`src/rtl/rotary_input_conditioner.sv`:
```
// Rotary encoder front end: 2-flop synchronise, debounce, change pulse and sticky illegal flag.
// Optional push switch channel (press_pulse) is compiled in when ROTARY_PRESS_EN is defined.
module rotary_input_conditioner #(
    parameter int DEBOUNCE_CYCLES = 1000,
    parameter int CNT_W           = 16
) (
    input  logic clk,
    input  logic reset,
    input  logic rotary_a_raw,
    input  logic rotary_b_raw,
`ifdef ROTARY_PRESS_EN
    input  logic rotary_press_raw,
    output logic press_pulse,
`endif
    output logic rotary_inc_a,
    output logic rotary_inc_b,
    output logic change_pulse,
    output logic illegal_flag
);

`ifdef ROTARY_PRESS_EN
    localparam int NCH = 3;
`else
    localparam int NCH = 2;
`endif

    localparam logic [CNT_W-1:0] CNT_MAX = CNT_W'(DEBOUNCE_CYCLES - 1);

    logic [NCH-1:0]            rawIn;
    logic [NCH-1:0]            sync1_q;
    logic [NCH-1:0]            sync2_q;
    logic [NCH-1:0]            clean_q;
    logic [NCH-1:0]            clean_d;
    logic [NCH-1:0]            cleanPrev_q;
    logic [NCH-1:0][CNT_W-1:0] cnt_q;
    logic [NCH-1:0][CNT_W-1:0] cnt_d;
    logic                      change_pulse_q;
    logic                      change_pulse_d;
    logic                      illegal_q;
    logic                      illegal_d;
    logic [1:0]                abToggle;

`ifdef ROTARY_PRESS_EN
    logic press_pulse_q;
    logic press_pulse_d;
    assign rawIn = {rotary_press_raw, rotary_b_raw, rotary_a_raw};
`else
    assign rawIn = {rotary_b_raw, rotary_a_raw};
`endif

    // Change and illegal detection look one cycle behind, so their outputs trail the clean levels.
    assign abToggle = clean_q[1:0] ^ cleanPrev_q[1:0];

    always_comb begin
        clean_d        = clean_q;
        cnt_d          = cnt_q;
        change_pulse_d = |abToggle;
        illegal_d      = illegal_q | (&abToggle);
        for (int ch = 0; ch < NCH; ch++) begin
            if (sync2_q[ch] == clean_q[ch]) begin
                cnt_d[ch] = '0;
            end else if (cnt_q[ch] == CNT_MAX) begin
                clean_d[ch] = sync2_q[ch];
                cnt_d[ch]   = '0;
            end else begin
                cnt_d[ch] = cnt_q[ch] + CNT_W'(1);
            end
        end
    end

`ifdef ROTARY_PRESS_EN
    assign press_pulse_d = clean_q[2] & ~cleanPrev_q[2];
`endif

    always_ff @(posedge clk) begin
        if (reset) begin
            sync1_q        <= '0;
            sync2_q        <= '0;
            cnt_q          <= '0;
            clean_q        <= '0;
            cleanPrev_q    <= '0;
            change_pulse_q <= 1'b0;
            illegal_q      <= 1'b0;
`ifdef ROTARY_PRESS_EN
            press_pulse_q  <= 1'b0;
`endif
        end else begin
            sync1_q        <= rawIn;
            sync2_q        <= sync1_q;
            cnt_q          <= cnt_d;
            clean_q        <= clean_d;
            cleanPrev_q    <= clean_q;
            change_pulse_q <= change_pulse_d;
            illegal_q      <= illegal_d;
`ifdef ROTARY_PRESS_EN
            press_pulse_q  <= press_pulse_d;
`endif
        end
    end

    assign rotary_inc_a = clean_q[0];
    assign rotary_inc_b = clean_q[1];
    assign change_pulse = change_pulse_q;
    assign illegal_flag = illegal_q;
`ifdef ROTARY_PRESS_EN
    assign press_pulse  = press_pulse_q;
`endif

endmodule
```
`config.mk`:
```
export PLATFORM = sky130hd
export DESIGN_NAME = rotary_input_conditioner
export DESIGN_NICKNAME = d
export VERILOG_FILES = /design/src/rtl/rotary_input_conditioner.sv
export SDC_FILE = /design/constraint.sdc
export NUM_CORES = 1
export LEC_CHECK = 0
export CAP_MARGIN = 20
export CORE_MARGIN = 10
export CORE_UTILIZATION = 45
export CTS_CLUSTER_SIZE = 8
export DETAILED_ROUTE_END_ITERATION = 10
export PLACE_DENSITY = 0.73
export SLEW_MARGIN = 20
export SYNTH_ARGS = -nofsm -noshare
export SYNTH_HDL_FRONTEND = slang
export SYNTH_SLANG_ARGS = --single-unit
export TNS_END_PERCENT = 50
```
`constraint.sdc`:
```
create_clock -name clk -period 4.88 [get_ports clk]
set_input_delay 0.976 -clock clk [delete_from_list [all_inputs] [get_ports clk]]
set_output_delay 0.976 -clock clk [all_outputs]
set_load 0.005 [all_outputs]
```
== After elaboration in Yosys (flattened, before gate mapping) ==
Index checks and enable logic that the tools add are counted.
Word-level totals
  bits in registers: 42
  output and inout port bits: 4
  logic and storage cells: 25
Operators by class
  $add $sub $neg: 2
  equality and inequality tests: 4
  bitwise logic cells: 4
  reductions and logical operators: 6
Operator list (count)
  adder 16 x 1 -> 16 bit, second input constant: 2
  == test 16 x 10 -> 1 bit, second input constant: 2
  AND reduction 2 bit: 3
  OR reduction 3 bit: 2
  == test 1 bit: 2
  inverter 1 bit: 2
  OR reduction 2 bit: 1
  bitwise XOR 2 bit: 1
  bitwise OR 1 bit: 1

== Longest topological paths before layout ==
  depth in word-level cells: 3
  depth in mapped cells: 6

== Worst setup path after synthesis ==
OpenSTA, ideal clock, no wires.
  kind: register -> register
  start: reg cnt_q[26] (netlist bit)
  end: reg cnt_q[18] (netlist bit)
  library setup time: 0.115 ns
  data arrival time: 1.658 ns
  required time: 4.765 ns
  path slack: 3.108 ns
  cell stages (with the launch flop): 6
  path buffers: 1
  cells stage by stage: dfxtp_1 or4_1 or4_4 nand2_4 buf_8 nor2_1
Between the ends
  cells in the longest elaborated chain, start to end: 2
RTL lines
  from (decl): RTL line 35  | logic [NCH-1:0][CNT_W-1:0] cnt_q;
  from (signal assigned): RTL line 90  | cnt_q <= cnt_d;
  == test 16 x 10 -> 1 bit: RTL line 62  | end else if (cnt_q[ch] == CNT_MAX) begin
  OR reduction 3 bit (no line)
No other way between the ends.
A chain may end at the register's enable or synchronous reset.

== Final worst setup path ==
  start: reg clean_q[1]
  end: out rotary_inc_b
RTL lines
  from (decl): RTL line 32  | logic [NCH-1:0] clean_q;
  from (signal assigned): RTL line 91  | clean_q <= clean_d;
  to (decl): RTL line 16  | output logic rotary_inc_b,
No word-level cell between the ends.

==> results.json <==
{
  "status": "finished clean",
  "cts-resized-gates": 0,
  "overflow": 0,
  "yosys_warnings": 0,
  "synthToLayoutAreaGrowth_pct": 11.7,
  "cp.arrival_ns": 1.24,
  "fmax_mhz": 452,
  "nNetsFinal": 209,
  "hold_path.class": "flop to flop",
  "clk_latency_ns": 0.30,
  "skew_ns": 0.00375,
  "crit_fanout": 4,
  "cts_tree": "yes",
  "crit_buf_inv": 1,
  "grt_max_degree": 17,
  "drc": 0,
  "cts_setup_buffers": 0,
  "numCtsBuffers": 5,
  "clockBufferDepth": 2,
  "netlist_area_um2": 1750,
  "powerDensity_nw_per_um2": 320,
  "syn_nets": 199,
  "hold_violations": 0,
  "cts-root-buf": "clkbuf_8",
  "finalWirelength_mm": 2.87,
  "ios": 8,
  "antenna_found_initial": 0,
  "synth_cells": 193,
  "synth_cell_type_count": 29,
  "place_ws_ns": 2.52,
  "grt_usage_pct": 9.69,
  "antenna_left": 0,
  "p_leak_uw": 0.000567,
  "maxSlewViolCount": 0,
  "holdBufCountCts": 0,
  "ys_seq_elements": 42,
  "worstPathRequired_ns": 3.90,
  "grt_pass1_vias": 1193,
  "yosysTopAreaCellShare_pct": 48.0,
  "grt_setup_unrepaired": "false",
  "fin_util_pct": 52.6,
  "wire_per_inst_um": 11.4,
  "dp_cells": 244,
  "cts.htree.levels": 2,
  "critPathMaxStageDelay_ns": 0.53,
  "drt_iter0_drc": 50,
  "yosysTopAreaCell": "dfxtp_1",
  "grt_pass1_wl_mm": 5.20,
  "drt-vias-per-instance": 4.99,
  "die_y_um": 82.4,
  "worstMarginPinSlew_ns": 0.410,
  "dieArea_um2": 6780,
  "start_util_pct": 47.1,
  "criticalPathCategory": "flop to primary output",
  "drt-pass1-iter-count": 4,
  "rows": 22,
  "cap_violations": 0,
  "seq_area_frac_synth_pct": 48.0,
  "crit_chain": "clkdlybuf4s50_1",
  "drive_above_1_share_pct": 7.84,
  "power.total_uw": 625,
  "clock_sinks": 42,
  "cpLargestDelayFamily": "buffers and inverters",
  "avgSynthCellArea_um2": 9.07,
  "cts.clk_slew.worst_paths_ns": 0.08,
  "place_congestion": 0.787,
  "core_area_um2": 3720,
  "vias": 1257,
  "critPathSlowestCell": "clkdlybuf4s50_1",
  "ir_worst_vdd_mv": 0.203,
  "io_buffer_count": 7,
  "critPathLaunchType": "flop",
  "finalCritPeriodShare_pct": 45.3,
  "final_common_cell": "dfxtp_1",
  "period_needed_ns": 2.21,
  "stdcell_count": 252,
  "synth_area_leaders": "dfxtp_1 48%, xnor2_1 14%, nor2_1 8.6%",
  "worst_setup_path_end_kind": "primary output",
  "die_x_um": 82.4,
  "setup_ws_ns": 2.67,
  "num_antenna_cells": 0,
  "final_cell_mix": "42 x dfxtp_1, 40 x nor2_1, 27 x xnor2_1, 12 x nand3_1, 10 x nor3_1",
  "slew_headroom_pct": 72.6,
  "setup_viol": 0,
  "fin_setup_tns_ns": 0,
  "place_hpwl_mm": 1.97
}
## synth_stat cells
cell type	count
a21oi_1	2
a311o_2	1
a31o_2	1
and3_2	1
buf_6	1
buf_8	1
clkbuf_1	2
dfxtp_1	42
ha_1	2
inv_1	6
mux2_2	1
nand2_1	9
nand2_4	1
nand2b_1	1
nand3_1	12
nand4_1	7
nand4b_1	1
nor2_1	40
nor2b_1	7
nor3_1	10
nor4_1	8
o21ai_0	1
o21ba_2	1
or3_1	1
or4_1	1
or4_4	1
or4b_2	1
xnor2_1	27
xor2_1	4
## sequential cells by signal, summed over array words and instances (netlist names)
name and cells:
cnt_q 32, cleanPrev_q 2, clean_q 2, sync1_q 2, sync2_q 2, change_pulse 1, illegal_flag 1
## cells by family after synthesis
family	Yosys count	share of synthesized area, %
buffers and inverters	10	3.22
AO/OA/AOI/OAI	6	2.57
multiplexers	1	0.643
XOR/XNOR	31	15.5
AND/OR/NAND/NOR	101	28.6
adder cells (fa/ha/maj)	2	1.43
flip-flops	42	48.0
## layout make-up
cell class / instances / area [um^2]
clock buffers: 5 / 68.8
clock inverters: 3 / 40.0
fillers: 353 / 1760
inverters: 6 / 22.5
multi-input cells: 141 / 853
flip-flops and latches: 42 / 841
well taps: 48 / 60.1
repair buffers: 7 / 70.1
## report_power, final
group          leakage, uW  switching (uW)  internal, uW
sequential        0.000339            1.05           344
combinational     0.000170            4.24          4.32
clock            0.0000579             121           151
## path summary, 6_finish.rpt
kind	from	endpoint	slack (ns)	depth (start not counted)
hold reg to reg	sync1_q[0]	sync2_q[0]	0.45	1
setup reg to reg	cnt_q[3]	cnt_q[10]	2.99	4
setup / recovery	clean_q[1]	rotary_inc_b	2.67	1
hold / removal	sync1_q[0]	sync2_q[0]	0.45	1
## stage by stage
step	area [um^2]	hold WS [ns]
after floorplan	1750	0.414
after global placement	1850	0.420
after detailed placement	1850	0.430
after CTS	1960	0.450
after global routing	1960	0.462
final	1960	0.446
## metal layers
layer | track usage, % | wire length (um) | part of all wire [%] | vias up
li1 | - | - | - | 669
met5 | 0 | 0 | 0 | -
met4 | 5.10 | 65 | 2.3 | 0
met1 | 11.5 | 1430 | 50 | 565
met3 | 2.92 | 86 | 3.0 | 8
met2 | 15.4 | 1280 | 45 | 15
## worst reg2reg max path, stage by stage (launching register included)
cell and delay [ns]:
dfxtp_1 0.37, or4b_2 0.69, nor3_1 0.20, a311o_2 0.41, nor2_1 0.10
(Power assumes the default switching activity.)
